$ cat src/rtl/qpmm_canon_reducer.sv
// qpmm_canon_reducer: limb-serial conditional subtraction of p, reducing a redundant QPMM result Z < 4p to [0, p).
module qpmm_canon_reducer #(
    parameter int            ZW      = 272,
    parameter int            LIMB_W  = 16,
    parameter int            MAX_SUB = 3,
    parameter logic [ZW-1:0] MOD     = 272'h30644e72e131a029b85045b68181585d97816a916871ca8d3c208c16d87cfd47
) (
    input  logic          clk,
    input  logic          rstn,
    input  logic          in_valid,
    output logic          in_ready,
    input  logic [ZW-1:0] in_z,
    output logic          out_valid,
    input  logic          out_ready,
    output logic [ZW-1:0] out_z,
    output logic          out_err
);
    localparam int N_LIMBS = ZW / LIMB_W;
    localparam int LC_W    = $clog2(N_LIMBS);
    localparam int SC_W    = $clog2(MAX_SUB + 1);

    typedef enum logic [1:0] {IDLE, SUB, DONE} state_t;

    state_t            state_q, state_d;
    logic [ZW-1:0]     acc_q, acc_d, diff_q, diff_d, diff_full;
    logic [LC_W-1:0]   limb_cnt_q, limb_cnt_d;
    logic [SC_W-1:0]   sub_cnt_q, sub_cnt_d;
    logic              borrow_q, borrow_d;
    logic              out_err_q, out_err_d;
    logic              out_valid_q, out_valid_d;
    logic              in_ready_q, in_ready_d;
    logic [LIMB_W-1:0] a_limb, m_limb, d_limb;
    logic              b_out, last;

    always_comb begin
        a_limb = acc_q[limb_cnt_q*LIMB_W +: LIMB_W];
        m_limb = MOD[limb_cnt_q*LIMB_W +: LIMB_W];
        {b_out, d_limb} = {1'b0, a_limb} - {1'b0, m_limb} - {{LIMB_W{1'b0}}, borrow_q};
        diff_full = diff_q;
        diff_full[limb_cnt_q*LIMB_W +: LIMB_W] = d_limb;
        last = limb_cnt_q == LC_W'(N_LIMBS - 1);
        state_d     = state_q;
        acc_d       = acc_q;
        diff_d      = diff_q;
        limb_cnt_d  = limb_cnt_q;
        sub_cnt_d   = sub_cnt_q;
        borrow_d    = borrow_q;
        out_err_d   = out_err_q;
        out_valid_d = out_valid_q;
        case (state_q)
            IDLE: if (in_valid && in_ready_q) begin
                acc_d      = in_z;
                limb_cnt_d = '0;
                sub_cnt_d  = '0;
                borrow_d   = 1'b0;
                state_d    = SUB;
            end
            SUB: begin
                diff_d     = diff_full;
                borrow_d   = last ? 1'b0 : b_out;
                limb_cnt_d = last ? '0 : limb_cnt_q + 1'b1;
                if (last) begin
                    // A final borrow means acc < p; otherwise subtract again until the pass budget runs out.
                    if (b_out) begin
                        out_err_d = 1'b0;
                        state_d   = DONE;
                    end else if (sub_cnt_q < SC_W'(MAX_SUB)) begin
                        acc_d     = diff_full;
                        sub_cnt_d = sub_cnt_q + 1'b1;
                    end else begin
                        out_err_d = 1'b1;
                        state_d   = DONE;
                    end
                end
            end
            DONE: begin
                out_valid_d = ~(out_valid_q && out_ready);
                state_d     = (out_valid_q && out_ready) ? IDLE : DONE;
            end
            default: state_d = IDLE;
        endcase
        in_ready_d = state_d == IDLE;
    end

    always_ff @(posedge clk or negedge rstn) begin
        if (!rstn) begin
            state_q     <= IDLE;
            acc_q       <= '0;
            diff_q      <= '0;
            limb_cnt_q  <= '0;
            sub_cnt_q   <= '0;
            borrow_q    <= 1'b0;
            out_err_q   <= 1'b0;
            out_valid_q <= 1'b0;
            in_ready_q  <= 1'b1;
        end else begin
            state_q     <= state_d;
            acc_q       <= acc_d;
            diff_q      <= diff_d;
            limb_cnt_q  <= limb_cnt_d;
            sub_cnt_q   <= sub_cnt_d;
            borrow_q    <= borrow_d;
            out_err_q   <= out_err_d;
            out_valid_q <= out_valid_d;
            in_ready_q  <= in_ready_d;
        end
    end

    assign in_ready  = in_ready_q;
    assign out_valid = out_valid_q;
    assign out_z     = acc_q;
    assign out_err   = out_err_q;
endmodule

$ cat config.mk
export PLATFORM = sky130hd
export DESIGN_NAME = qpmm_canon_reducer
export DESIGN_NICKNAME = d
export VERILOG_FILES = /design/src/rtl/qpmm_canon_reducer.sv
export SDC_FILE = /design/constraint.sdc
export NUM_CORES = 1
export LEC_CHECK = 0
export CAP_MARGIN = 10
export CORE_MARGIN = 2
export CORE_UTILIZATION = 25
export DETAILED_ROUTE_END_ITERATION = 7
export SYNTH_ARGS = -nofsm -noshare
export SYNTH_HDL_FRONTEND = slang
export SYNTH_SLANG_ARGS = --single-unit
$ cat constraint.sdc
create_clock -name clk -period 12.99 [get_ports clk]
set_clock_uncertainty 0.15 [all_clocks]
set_input_delay 2.598 -clock clk [delete_from_list [all_inputs] [get_ports clk]]
set_output_delay 2.598 -clock clk [all_outputs]
set_load 0.01 [all_outputs]
==> results of run 1 <==
==> cells in the mapped netlist (all sizes together), types with 10 or more instances <==
cell | n | share of area
nand2 | 731 | 0.096
o21ai | 643 | 0.11
dfrtp | 556 | 0.49
clkbuf | 222 | 0.029
o211ai | 141 | 0.037
a21oi | 133 | 0.024
mux4 | 65 | 0.051
buf | 59 | 0.014
nor2 | 59 | 0.0077
nand3 | 51 | 0.0091
a22oi | 48 | 0.013
ha | 41 | 0.018
nor3 | 40 | 0.0070
o22ai | 40 | 0.0087
inv | 38 | 0.0050
a221oi | 37 | 0.012
mux2i | 35 | 0.012
nand2b | 20 | 0.0044
a211oi | 18 | 0.0051
a21o | 15 | 0.0039
a32oi | 12 | 0.0037
o21a | 11 | 0.0029
or2 | 11 | 0.0024
a221o | 10 | 0.0035
a31oi | 10 | 0.0022
and3 | 10 | 0.0022
mux2 | 10 | 0.0039
==> flip-flops by register name (all words and copies together) (netlist names) <==
register	cells
out_err	1
sub_cnt_q	2
out_valid	1
out_z	272
in_ready	1
limb_cnt_q	5
diff_q	272
state_q	2
borrow_q	1
==> cell type report <==
cell class	count	area, um^2	area share
inverter	41	154	0.00406
timing repair buffer	619	6090	0.161
clock inverter	32	362	0.00954
antenna	5	12.5	0.000330
multi-input combinational	2272	13500	0.355
clock buffer	92	1970	0.0519
sequential	557	13900	0.368
tap	1512	1890	0.0499
==> per-stage QoR <==
stage               instance area [um^2]  hold slack, ps  worst slack (ps)
floorplan                          28700             293              7770
global placement                   35500             305              6040
detailed placement                 35500             313              6020
CTS                                37900             327              5980
global route                       37900             348              5490
finish                             37900             327              5690
==> per-layer routing <==
metal | vias to the layer above | GRT usage
met4 | 26 | 0.0769
met3 | 226 | 0.0614
met5 | - | 0
met2 | 1117 | 0.357
met1 | 13300 | 0.295
li1 | 12100 | -
==> worst min-delay path by stage <==
stage | startpoint | endpoint | slack, ps | cells past startpoint
3_3_place_gp | sub_cnt_q[1] | sub_cnt_q[1] | 300 | 2
2_1_floorplan | sub_cnt_q[1] | sub_cnt_q[1] | 290 | 2
4_1_cts | diff_q[259] | diff_q[259] | 330 | 2
5_1_grt | sub_cnt_q[0] | sub_cnt_q[0] | 350 | 1
6_report | diff_q[224] | diff_q[224] | 330 | 2
3_5_place_dp | diff_q[259] | diff_q[259] | 310 | 2
==> worst max-delay path, delay by kind of cell (launching register included) <==
kind | cells | cell delay (ps)
adders and majority gates | 2 | 730
and+or+nand+nor | 3 | 1690
xor gates and xnor gates | 1 | 170
DFF | 1 | 650
buffers and inverters | 4 | 1420
AOI/OAI and AO/OA | 6 | 1580
==> logic make-up (layout without fill, tap and decap cells) <==
kind of cell | count (synthesis) | in the layout | share of synthesized area
muxes | 110 | 110 | 0.0672
DFF | 557 | 557 | 0.486
buffers and inverters | 322 | 784 | 0.0480
AOI/OAI and AO/OA | 1141 | 1141 | 0.236
adders and majority gates | 43 | 43 | 0.0193
xor gates and xnor gates | 17 | 17 | 0.00598
other | 0 | 5 | 0
and+or+nand+nor | 961 | 961 | 0.138
==> summary.md, run 1 <==
| Metric | Value |
|---|---|
| Status | finished, violations left |
| Failing checks | slew limit |
| Vias | 26,700 |
| RSZ-0062 raised after global routing | false |
| DRT met1 WL | 56,100 um |
| Max Freq | 137 MHz |
| Top Layer Used | met5 |
| CP Capture Type | flop |
| Measured slew at the worst slew-check pin | 1510 ps |
| Final Cycle Share | 0.562 |
| Reg2reg end | out_z[160] |
| Fraction of registers with async set/reset | 1.00 |
| H-tree depth | 3 |
| Antenna-violating nets left | 0 |
| Nets | 3,879 |
| First-pass GRT wire length | 192,000 um |
| Post-synth EDFFs | 0 |
| Max Cap Viol | 0 |
| Root Buffer | clkbuf_16 |
| Worst Path Arrival | 7580 ps |
| Avg WL per Cell | 26.4 um |
| Synth Flop Type | dfrtp_1 |
| R2R setup slack | 5690 ps |
| Clock Latency Late Sink | 650 ps |
| Crit path cell chain | buf_4, nor4_2, and2_0, a21oi_1, ha_1, inv_1, ha_1, and3_1, a21oi_4, o21ai_2, a221oi_4, xnor2_2, o21ai_4, buf_4, buf_12, o21ai_0 |
| Clock transition at path regs | 60 ps |
| Input/output buffers | 550 |
| Total negative slack | 0 ps |
| WS Path Type | reg2reg |
| Initial core utilization | 0.251 |
| CTS Hold Bufs | 0 |
| Iteration-0 DRC Markers | 2,463 |
| Post-Layout Cell Count | 5,130 |
| Crit path from | limb_cnt_q[3] |
| Unique masters post-synth | 75 |
| Via density | 5.20 |
| CORE AREA | 114,000 um^2 |
| Synth Area per Inst | 9.10 um^2 |
| Seq/Total Area, Yosys | 0.486 |
| Met3 wire length | 11,900 um |
| Die area | 117,000 um^2 |
| Commonest non-fill, non-tap cell in the layout | nand2_1 |
| Synthesized instance count | 3,151 |
| Final setup viols | 0 |
| I/O pins | 551 |
| DRC viols | 0 |
| Std-Cell Rows | 124 |
| DIE HEIGHT | 343 um |
| Clock sinks | 557 |
| Post-Syn Area | 28,700 um^2 |
| Syn Nets | 3,470 |
| Yosys reg bits | 557 |
| WL met2 | 62,700 um |
| Hold Fails Final Rpt | 0 |
| Post-DP HPWL | 99,800 um |
| Fill cell count | 11,900 |
| Gp weighted congestion | 0.885 |
| Die X | 343 um |
| Initial antenna violation count | 24 |
| Final WL | 135,000 um |
| Vias in the first global route | 25,700 |
| Share of layout cells above drive strength 1 | 0.0850 |
| Fin crit period | 7300 ps |
| Post-CTS setup buffer count | 0 |
| Global Route Usage Sum | 0.225 |
| Reg2Reg Launch Point | limb_cnt_q[3] |
| Cells after DPL | 5,001 |
| CP Launch Type | flop |
| Gr ovfl total | 0 |
| # resized after CTS | 0 |
| HP Class | reg2reg |
| Critical Path RT | 13,280 ps |
| Count of pins over their slew limit | 58 |
| Slew HR | -0.00881 |
| CTS buffer count | 69 |
| Largest net degree at the start of global routing | 230 |
| Clock tree buffer depth | 3 |
| Worst r2r path cells | 16 |
| Synth-to-layout area growth | 32.1% |
| CTS tree | yes |
| Most frequent cells in the layout | 731 x nand2_1, 568 x o21ai_0, 553 x dfrtp_1 |
| Finished Core Util | 0.332 |
| Worst path slowest cell | and2_0 |
| Initial DRT Pass Iterations | 6 |
| Ys Warns | 0 |
| Largest stage delay on the critical path | 1010 ps |
| Worst Setup EP | out_z[160] |
| Critical Path Fanout Max | 229 |
Power of run 1 is left out: the tool's default activity adds up to more than one toggle a clock period on the data nets, which glitch-free logic cannot reach.
==> inputs of run 2 (changes only) <==
- clock period: 12.99 -> 5.8 ns (I/O delays scaled with it)
==> run 2 against run 1 <==
  * First-iteration DRC count grew 3.8%
  * Final area grew 1.5%
  * Highest routed layer unchanged
  * Global-route usage grew 0.44 points
  * Wire length grew 1.8%
  * The run now ends clean
==> summary.md, run 2 (synthesis gave the netlist of run 1 again) <==
| Metric | Value |
|---|---|
| Status | completed (was finished, violations left) |
| Synth-to-layout area growth | 34.1% (was 32.1%) |
| Die X | 343 um (unchanged) |
| Reg2Reg Launch Point | limb_cnt_q[0] (was limb_cnt_q[3]) |
| Worst Hold Path Cells | 2 (unchanged) |
| Largest stage delay on the critical path | 530 ps (was 1010 ps) |
| WS Path Type | reg2reg (unchanged) |
| # resized after CTS | 0 (unchanged) |
| Nets | 3,943 (was 3,879) |
| CTS tree | yes (unchanged) |
| Final WL | 138,000 um (was 135,000 um) |
| HP Class | reg2reg (unchanged) |
| Worst Hold Path EP | diff_q[266] (was diff_q[224]) |
| Clock transition at path regs | 60 ps (about the same) |
| Largest net degree at the start of global routing | 143 (was 230) |
| I/O pins | 551 (unchanged) |
| Measured slew at the worst slew-check pin | 1090 ps (was 1510 ps) |
| Reg2reg end | out_z[209] (was out_z[160]) |
| Final setup viols | 0 (unchanged) |
| Iteration-0 DRC Markers | 2,557 (was 2,463) |
| RSZ-0062 raised after global routing | false (unchanged) |
| Share of layout cells above drive strength 1 | 0.0996 (was 0.0850) |
| Fin crit period | 5370 ps (was 7300 ps) |
| Commonest non-fill, non-tap cell in the layout | nand2_1 (unchanged) |
| Avg WL per Cell | 26.6 um (was 26.4 um) |
| Count of pins over their slew limit | 0 (was 58) |
| DRC viols | 0 (unchanged) |
| Input/output buffers | 550 (unchanged) |
| Initial core utilization | 0.251 (unchanged) |
| H-tree depth | 3 (unchanged) |
| CP Launch Type | flop (unchanged) |
| Vias in the first global route | 26,100 (was 25,700) |
| Worst Path Arrival | 5710 ps (was 7580 ps) |
| Initial antenna violation count | 25 (was 24) |
| Reg area | 13,900 um^2 (unchanged) |
| Global Route Usage Sum | 0.229 (was 0.225) |
| Clock sinks | 557 (unchanged) |
| Worst Hold Launch | diff_q[266] (was diff_q[224]) |
| Antenna-violating nets left | 0 (unchanged) |
| Gr ovfl total | 0 (unchanged) |
| CP dominant cell by count | buf_12 |
| Final Cycle Share | 0.925 (was 0.562) |
| Via density | 5.22 (was 5.20) |
| DIE HEIGHT | 343 um (unchanged) |
| Max Freq | 186 MHz (was 137 MHz) |
| CORE AREA | 114,000 um^2 (unchanged) |
| Clock tree buffer depth | 3 (unchanged) |
| Crit path cell chain | buf_12, buf_4, mux4_2, mux2i_1, o22ai_1, a21oi_1, ha_1, inv_1, ha_1, a21o_1, a21o_1, a21oi_4, o21ai_2, a221oi_4, xnor2_2, o21ai_4, buf_12, buf_12, o21ai_0 (was buf_4, nor4_2, and2_0, a21oi_1, ha_1, inv_1, ha_1, and3_1, a21oi_4, o21ai_2, a221oi_4, xnor2_2, o21ai_4, buf_4, buf_12, o21ai_0) |
| Worst path slowest cell | mux4_2 (was and2_0) |
| Total negative slack | 0 ps (unchanged) |
| Post-DP HPWL | 104,000 um (was 99,800 um) |
| Die area | 117,000 um^2 (unchanged) |
| CTS buffer count | 68 (was 69) |
| Std-Cell Rows | 124 (unchanged) |
| Fill cell count | 11,800 (was 11,900) |
| Max Cap Viol | 0 (unchanged) |
| Slew HR | 0.271 (was -0.00881) |
| Critical Path RT | 6140 ps (was 13,280 ps) |
| Vias | 27,100 (was 26,700) |
| Root Buffer | clkbuf_16 (unchanged) |
| Crit path from | limb_cnt_q[0] (was limb_cnt_q[3]) |
| CTS Hold Bufs | 0 (unchanged) |
| First-pass GRT wire length | 195,000 um (was 192,000 um) |
| Worst r2r path cells | 19 (was 16) |
| Post-CTS setup buffer count | 0 (unchanged) |
| Critical Path Fanout Max | 90 (was 229) |
| CP Capture Type | flop (unchanged) |
| Clock Latency Late Sink | 650 ps (about the same) |
| Initial DRT Pass Iterations | 6 (unchanged) |
| R2R setup slack | 430 ps (was 5690 ps) |
| Gp weighted congestion | 0.917 (was 0.885) |
| Most frequent cells in the layout | 731 x nand2_1, 568 x o21ai_0, 553 x dfrtp_1 (unchanged) |
| Area occupied by multi-input gates | 13,400 um^2 (was 13,500 um^2) |
| Hold Fails Final Rpt | 0 (unchanged) |
[run 2: area by class of cell]
| class | instances | area share |
|---|---|---|
| Inverter | 41 | 0.00400 |
| Sequential cell | 557 | 0.363 |
| Timing Repair Buffer | 684 | 0.176 |
| Clock buffer | 93 | 0.0512 |
| Clock inverter | 27 | 0.00742 |
| Tap cell | 1512 | 0.0492 |
| Multi-Input combinational cell | 2272 | 0.349 |
| Antenna cell | 5 | 0.000325 |
[run 2: metal layers]
layer,track usage,share of wire,vias up
met4,0.0852,0.038,36
met3,0.0678,0.089,266
met2,0.361,0.46,1121
met1,0.297,0.41,13400
li1,-,-,12200
met5,0,0.0018,-
[run 2: worst max-delay path by stage]
| stage | slack [ps] | end | cells after the start |
|---|---|---|---|
| floorplan | 580 | out_z[107] | 21 |
| global placement | 540 | out_z[255] | 20 |
| detailed placement | 460 | out_z[127] | 20 |
| CTS | 440 | out_z[127] | 20 |
| global route | 120 | out_z[80] | 20 |
| finish | 430 | out_z[209] | 19 |
[run 2: worst max-delay path, delay by kind of cell (launching register included)]
kind                     cells  cell delay [ps]
AO/OA/AOI/OAI                9             1850
buffers and inverters        5              980
XOR/XNOR                     1              180
adder cells (fa/ha/maj)      2              520
flip-flops                   1              470
multiplexers                 2              990
[run 2: metrics by stage]
stage / area (um^2) / setup slack [ps] / utilization / instances / hold WS (ps)
after floorplan: 28700 / 585 / - / 3151 / 293
after global placement: 36200 / 539 / 0.317 / 5066 / 308
after detailed placement: 36200 / 461 / 0.317 / 5066 / 313
after CTS: 38400 / 444 / 0.337 / 5186 / 328
after global routing: 38400 / 121 / 0.337 / 5188 / 346
final: 38400 / 433 / 0.337 / 5191 / 326
Power of run 2 is left out for the same reason.
